**config.mk**
```make
export PLATFORM = sky130hd
export DESIGN_NAME = toggle_event_decoder_flat
export DESIGN_NICKNAME = d
export VERILOG_FILES = /design/src/rtl/toggle_event_decoder_pkg.sv /design/src/rtl/toggle_event_decoder_if.sv /design/src/rtl/toggle_event_decoder_level_sync.sv /design/src/rtl/toggle_event_decoder.sv /design/src/flat_wrapper.sv
export SDC_FILE = /design/constraint.sdc
export NUM_CORES = 1
export LEC_CHECK = 0
export BUFFER_PORTS_ARGS = -buffer_cell sky130_fd_sc_hd__clkbuf_2
export CORE_UTILIZATION = 47
export DETAILED_ROUTE_END_ITERATION = 8
export PLACE_DENSITY = 0.75
export SLEW_MARGIN = 10
export SYNTH_ARGS = -nofsm -noshare
export SYNTH_HDL_FRONTEND = slang
export SYNTH_SLANG_ARGS = --single-unit
```
**constraint.sdc**
```tcl
create_clock -name Clk -period 2.9 [get_ports Clk]
set_input_delay 0.29 -clock Clk [delete_from_list [all_inputs] [get_ports Clk]]
set_output_delay 0.29 -clock Clk [all_outputs]
set_load 0.05 [all_outputs]
```
**src/rtl/toggle_event_decoder_pkg.sv**
```systemverilog
// rtl/toggle_event_decoder_pkg.sv - shared types and defaults for the toggle event decoder
package toggle_event_decoder_pkg;

    typedef enum logic {
        INIT = 1'b0,
        RUN  = 1'b1
    } state_t;

    localparam int DEF_CNT_W       = 4;
    localparam int DEF_TOTAL_W     = 16;
    localparam int MIN_SYNC_STAGES = 2;
    localparam int MAX_SYNC_STAGES = 4;

    // Wide enough to count the INIT settle period for the largest legal chain.
    localparam int INIT_CNT_W = 3;

endpackage

```
**src/rtl/toggle_event_decoder_if.sv**
```systemverilog
// rtl/toggle_event_decoder_if.sv - event delivery handshake between decoder and consumer
interface toggle_event_decoder_if
    import toggle_event_decoder_pkg::*;
#(
    parameter int CNT_W = DEF_CNT_W
);
    logic             Ev_Valid;
    logic             Ev_Ready;
    logic [CNT_W-1:0] Pending;

    modport master (
        output Ev_Valid,
        output Pending,
        input  Ev_Ready
    );

    modport slave (
        input  Ev_Valid,
        input  Pending,
        output Ev_Ready
    );
endinterface

```
**src/rtl/toggle_event_decoder_level_sync.sv**
```systemverilog
// rtl/toggle_event_decoder_level_sync.sv - multi-flop synchroniser for the toggle line
module toggle_event_decoder_level_sync
    import toggle_event_decoder_pkg::*;
#(
    parameter int SYNC_STAGES = MIN_SYNC_STAGES
) (
    input  logic Clk,
    input  logic SR,
    input  logic T_in,
    output logic Level
);
    logic [SYNC_STAGES-1:0] chain;

    always_ff @(posedge Clk or posedge SR) begin
        if (SR) begin
            chain <= '0;
        end else begin
            chain <= {chain[SYNC_STAGES-2:0], T_in};
        end
    end

    assign Level = chain[SYNC_STAGES-1];
endmodule

```
**src/rtl/toggle_event_decoder.sv**
```systemverilog
// rtl/toggle_event_decoder.sv - turns each level flip of a toggle line into a queued event
module toggle_event_decoder
    import toggle_event_decoder_pkg::*;
#(
    parameter int SYNC_STAGES = MIN_SYNC_STAGES,
    parameter int CNT_W       = DEF_CNT_W,
    parameter int TOTAL_W     = DEF_TOTAL_W
) (
    input  logic                          Clk,
    input  logic                          SR,
    input  logic                          T_in,
    input  logic                          Clr_Ovf,
    toggle_event_decoder_if.master        ev,
    output logic                          Level,
    output logic                          Overflow,
    output logic [TOTAL_W-1:0]            Total
);
    localparam logic [INIT_CNT_W-1:0] INIT_LAST = INIT_CNT_W'(SYNC_STAGES);

    state_t                  state;
    logic [INIT_CNT_W-1:0]   init_cnt;
    logic                    last_level;
    logic                    level_s;
    logic [CNT_W-1:0]        pending_q;
    logic                    overflow_q;
    logic [TOTAL_W-1:0]      total_q;

    logic toggle_edge;
    logic run_edge;
    logic accept;
    logic full;
    logic drop;

    toggle_event_decoder_level_sync #(
        .SYNC_STAGES (SYNC_STAGES)
    ) u_sync (
        .Clk   (Clk),
        .SR    (SR),
        .T_in  (T_in),
        .Level (level_s)
    );

    always_comb begin
        toggle_edge = level_s ^ last_level;
        run_edge    = (state == RUN) && toggle_edge;
        accept      = ev.Ev_Valid && ev.Ev_Ready;
        full        = (pending_q == {CNT_W{1'b1}});
        drop        = run_edge && !accept && full;
    end

    // INIT lets last_level settle onto the synchronised line so a level
    // already high at reset release is not mistaken for a flip.
    always_ff @(posedge Clk or posedge SR) begin
        if (SR) begin
            state      <= INIT;
            init_cnt   <= '0;
            last_level <= 1'b0;
            pending_q  <= '0;
            overflow_q <= 1'b0;
            total_q    <= '0;
        end else begin
            last_level <= level_s;

            case (state)
                INIT: begin
                    init_cnt <= init_cnt + 1'b1;
                    if (init_cnt == INIT_LAST) begin
                        state <= RUN;
                    end
                end
                RUN:     state <= RUN;
                default: state <= INIT;
            endcase

            if (run_edge && !accept && !full) begin
                pending_q <= pending_q + 1'b1;
            end else if (accept && !run_edge) begin
                pending_q <= pending_q - 1'b1;
            end

            if (drop) begin
                overflow_q <= 1'b1;
            end else if (Clr_Ovf) begin
                overflow_q <= 1'b0;
            end

            // Dropped events still count toward the running total.
            if (run_edge) begin
                total_q <= total_q + 1'b1;
            end
        end
    end

    assign ev.Ev_Valid = (pending_q != '0);
    assign ev.Pending  = pending_q;
    assign Level       = level_s;
    assign Overflow    = overflow_q;
    assign Total       = total_q;
endmodule

```
**src/flat_wrapper.sv**
```systemverilog
// flat-port wrapper written by rule: the top's interface ports become plain ports
module toggle_event_decoder_flat import toggle_event_decoder_pkg::*;
#(
    parameter int SYNC_STAGES = MIN_SYNC_STAGES,
    parameter int CNT_W       = DEF_CNT_W,
    parameter int TOTAL_W     = DEF_TOTAL_W
)
  (Clk, SR, T_in, Clr_Ovf, Level, Overflow, Total, ev_Ev_Valid, ev_Pending, ev_Ev_Ready);
  toggle_event_decoder_if #(.CNT_W(CNT_W)) ev_i ();
  input  logic Clk;
  input  logic SR;
  input  logic T_in;
  input  logic Clr_Ovf;
  output logic Level;
  output logic Overflow;
  output logic [TOTAL_W-1:0] Total;
  output wire logic [$bits(ev_i.Ev_Valid)-1:0] ev_Ev_Valid;
  output wire logic [$bits(ev_i.Pending)-1:0] ev_Pending;
  input wire logic [$bits(ev_i.Ev_Ready)-1:0] ev_Ev_Ready;
  assign ev_Ev_Valid = ev_i.Ev_Valid;
  assign ev_Pending = ev_i.Pending;
  assign ev_i.Ev_Ready = ev_Ev_Ready;
  toggle_event_decoder #(.SYNC_STAGES(SYNC_STAGES), .CNT_W(CNT_W), .TOTAL_W(TOTAL_W)) u_core (.Clk(Clk), .SR(SR), .T_in(T_in), .Clr_Ovf(Clr_Ovf), .ev(ev_i), .Level(Level), .Overflow(Overflow), .Total(Total));
endmodule
```
==> flow_summary.json <==
{
  "syn_avg_cell_area_sq_um": 11.5,
  "maxCapViolCount": 0,
  "first_pass_iters": 3,
  "synth_cells": 116,
  "drtIter0Drc": 14,
  "core_sq_um": 2570,
  "power_density_nw_per_um2": 945,
  "final.setup_skew_ns": 0.00689,
  "cts_setup_buffers": 0,
  "period_minus_slack_ns": 2.57,
  "drt_wl_total_um": 2390,
  "path_cells": "or4_4 > a211o_1 > ha_1 > a21o_2 > a21oi_1 > mux2i_1 > xor2_1",
  "p_leak_nw": 0.760,
  "die_x_um": 55.2,
  "period_share": 0.887,
  "ys_seq_area_frac": 0.527,
  "detail_route.vias_per_cell": 5.47,
  "r2r_setup_slack_ns": 0.33,
  "cp.arrival_ns": 2.84,
  "slew_headroom": 0.330,
  "ctsRootBufferMaster": "clkbuf_4",
  "tns_ns": 0,
  "outcome": "finished, final reports clean",
  "cts.sinks": 28,
  "fmax_ghz": 0.389,
  "slowest_delay_ns": 0.59,
  "layout_common_cells": "dfrtp_1 (28), clkbuf_2 (27), xnor2_1 (12)",
  "clockBufferDepth": 2,
  "ios": 28,
  "path_delay_family": "compound AO/OA/AOI/OAI gates",
  "layout.cells.most_common": "dfrtp_1",
  "power.net_switching_mw": 0.657,
  "synth_area_sq_um": 1330,
  "required_ns": 3.17,
  "ys_types": 30,
  "setup_viol": 0,
  "grt_use_total": 0.187,
  "grt_max_degree": 29,
  "syn_to_final_growth_pct": 16.6,
  "start_util": 0.518,
  "min_to": "u_core.u_sync.chain[0]",
  "cts.hold.buffers_added": 0,
  "cts_resized": 0,
  "drive_above_1_share": 0.274,
  "rows": 18,
  "p_clk_frac": 0.173,
  "worst_pin_slew_ns": 1.00,
  "crit_path_max_fanout": 9,
  "grt_first_pass_wirelength_um": 3960,
  "cts_tree": "done",
  "clock_latency_ns": 0.33,
  "nFillCells": 228,
  "io_buffers": 27,
  "rsz0062_at_grt": "false",
  "drc": 0,
  "critPathLaunchType": "flop",
  "hold_viol": 0,
  "worstHoldPathCells": 1,
  "worstSetupPathType": "flop to flop",
  "die_area_sq_um": 3050,
  "slew_viol_final": 0,
  "yosysWarnings": 0,
  "nets": 158,
  "dp_hpwl_um": 1800,
  "p_seq_frac": 0.403,
  "rr_startpoint": "u_core.ev.Pending[0]",
  "place_congestion": 0.793,
  "synth_seq_cells": 28,
  "worstReg2RegEnd": "u_core.ev.Pending[3]",
  "grt-ovfl-total": 0,
  "total_power_mw": 1.46,
  "hp-class": "input pin to flop",
  "grt_pass1_vias": 890,
  "antenna_cells": 0,
  "clk_pin_slew_ns": 0.15,
  "cp_slowest_cell": "or4_4",
  "numCtsBuffers": 3,
  "p_comb_frac": 0.423,
  "p_int_mw": 0.807,
  "cp-end-kind": "flop",
  "die_h_um": 55.2,
  "rr_worst_depth": 7,
  "antenna_found_initial": 0,
  "synth_fp_nets": 127,
  "wire_per_inst_um": 13.6,
  "num_vias": 963,
  "ant_nets": 0,
  "ir_drop_v": 0.000725,
  "hp-start": "T_in",
  "h-tree-depth": 1,
  "path_buf_inv": 0,
  "p_sw_frac": 0.449
}
[power by group through the flow]
stage	clock network (mW)	logic (mW)	registers [mW]
global route	0.275	0.667	0.609
CTS	0.259	0.631	0.591
finish	0.254	0.620	0.590
global placement	0	0.613	0.585
floorplan	0	0.248	0.824
detailed placement	0	0.627	0.598
[state kept, by name (all words and copies together) (netlist names)]
name / cells
u_core.Overflow: 1
u_core.Total: 16
u_core.ev.Pending: 4
u_core.init_cnt: 3
u_core.last_level: 1
u_core.state: 1
u_core.u_sync.chain: 2
[worst max-delay path by stage]
stage,from,end,cells past startpoint
2_1_floorplan,u_core.ev.Pending[0],u_core.ev.Pending[3],7
3_3_place_gp,u_core.ev.Pending[0],u_core.ev.Pending[3],7
3_5_place_dp,u_core.ev.Pending[0],u_core.ev.Pending[3],7
4_1_cts,u_core.ev.Pending[0],u_core.ev.Pending[3],7
5_1_grt,u_core.ev.Pending[0],u_core.ev.Pending[3],7
6_report,u_core.ev.Pending[0],u_core.ev.Pending[3],7
[per-layer routing]
layer | vias to the layer above | global-route usage | wire (um)
met5 | - | 0 | 0
met4 | 0 | 0.0750 | 39
met3 | 5 | 0.0273 | 94
met2 | 20 | 0.327 | 1210
met1 | 474 | 0.231 | 1050
li1 | 464 | - | -
[worst register-to-register path: cells and delay by family (launching register included)]
| kind | cells | cell delay, ns |
|---|---|---|
| AO/OA/AOI/OAI | 3 | 0.72 |
| XOR/XNOR | 1 | 0.16 |
| adder cells (fa/ha/maj) | 1 | 0.30 |
| flip-flops | 1 | 0.53 |
| multiplexers | 1 | 0.23 |
| AND/OR/NAND/NOR | 1 | 0.59 |
[per-stage QoR]
| step | cell area (sq um) | utilization | cells | hold WS, ns | worst slack (ns) |
|---|---|---|---|---|---|
| final | 1550 | 0.604 | 176 | 0.0507 | 0.327 |
| after global routing | 1550 | 0.604 | 176 | 0.0299 | 0.249 |
| after CTS | 1550 | 0.604 | 176 | 0.0501 | 0.307 |
| after detailed placement | 1500 | 0.583 | 172 | 0.340 | 0.348 |
| after global placement | 1500 | 0.583 | 172 | 0.339 | 0.435 |
| after floorplan | 1330 | - | 116 | 0.321 | 0.105 |
[layout make-up]
cell class	instances	area [sq um]	share of cell area
Timing Repair Buffer	27	135	0.0872
Clock buffer	3	22.5	0.0145
Inverter	7	26.3	0.0169
Multi-Input combinational cell	80	598	0.386
Sequential cell	28	701	0.452
Tap cell	30	37.5	0.0242
Clock inverter	1	30.0	0.0194
[kinds of logic (layout without fill, tap and decap cells)]
| family | after synthesis | in the layout | synth area share |
|---|---|---|---|
| mux | 3 | 3 | 0.0245 |
| xor+xnor | 22 | 22 | 0.145 |
| simple gates | 39 | 39 | 0.165 |
| fa+ha+maj | 6 | 6 | 0.0621 |
| compound gates | 10 | 10 | 0.0536 |
| buf+inv | 8 | 38 | 0.0235 |
| flops | 28 | 28 | 0.527 |
[cell usage after synthesis]
| cell type | n | share of area |
|---|---|---|
| a21o_1 | 1 | 0.0056 |
| a21o_2 | 1 | 0.0066 |
| a21oi_1 | 2 | 0.0075 |
| nor3_2 | 2 | 0.015 |
| xor2_1 | 10 | 0.066 |
| nor4_1 | 2 | 0.0094 |
| clkbuf_2 | 1 | 0.0038 |
| mux2_2 | 2 | 0.017 |
| dfrtp_1 | 28 | 0.53 |
| nand3_1 | 4 | 0.015 |
| o41ai_1 | 1 | 0.0066 |
| nor3_1 | 2 | 0.0075 |
| fa_1 | 1 | 0.015 |
| inv_2 | 1 | 0.0028 |
| and2_1 | 2 | 0.0094 |
| a41o_2 | 1 | 0.0085 |
| nor2_1 | 4 | 0.011 |
| or3_1 | 1 | 0.0047 |
| nor2b_1 | 1 | 0.0047 |
| or4_4 | 2 | 0.017 |
| nand4_1 | 8 | 0.038 |
| xnor2_1 | 12 | 0.079 |
| o22ai_1 | 1 | 0.0047 |
| a211o_1 | 1 | 0.0066 |
| inv_1 | 6 | 0.017 |
| ha_1 | 5 | 0.047 |
| o21ai_0 | 2 | 0.0075 |
| and3_1 | 1 | 0.0047 |
| mux2i_1 | 1 | 0.0075 |
| nand2_1 | 10 | 0.028 |
No activity file was read; power rests on OpenSTA's default activity.
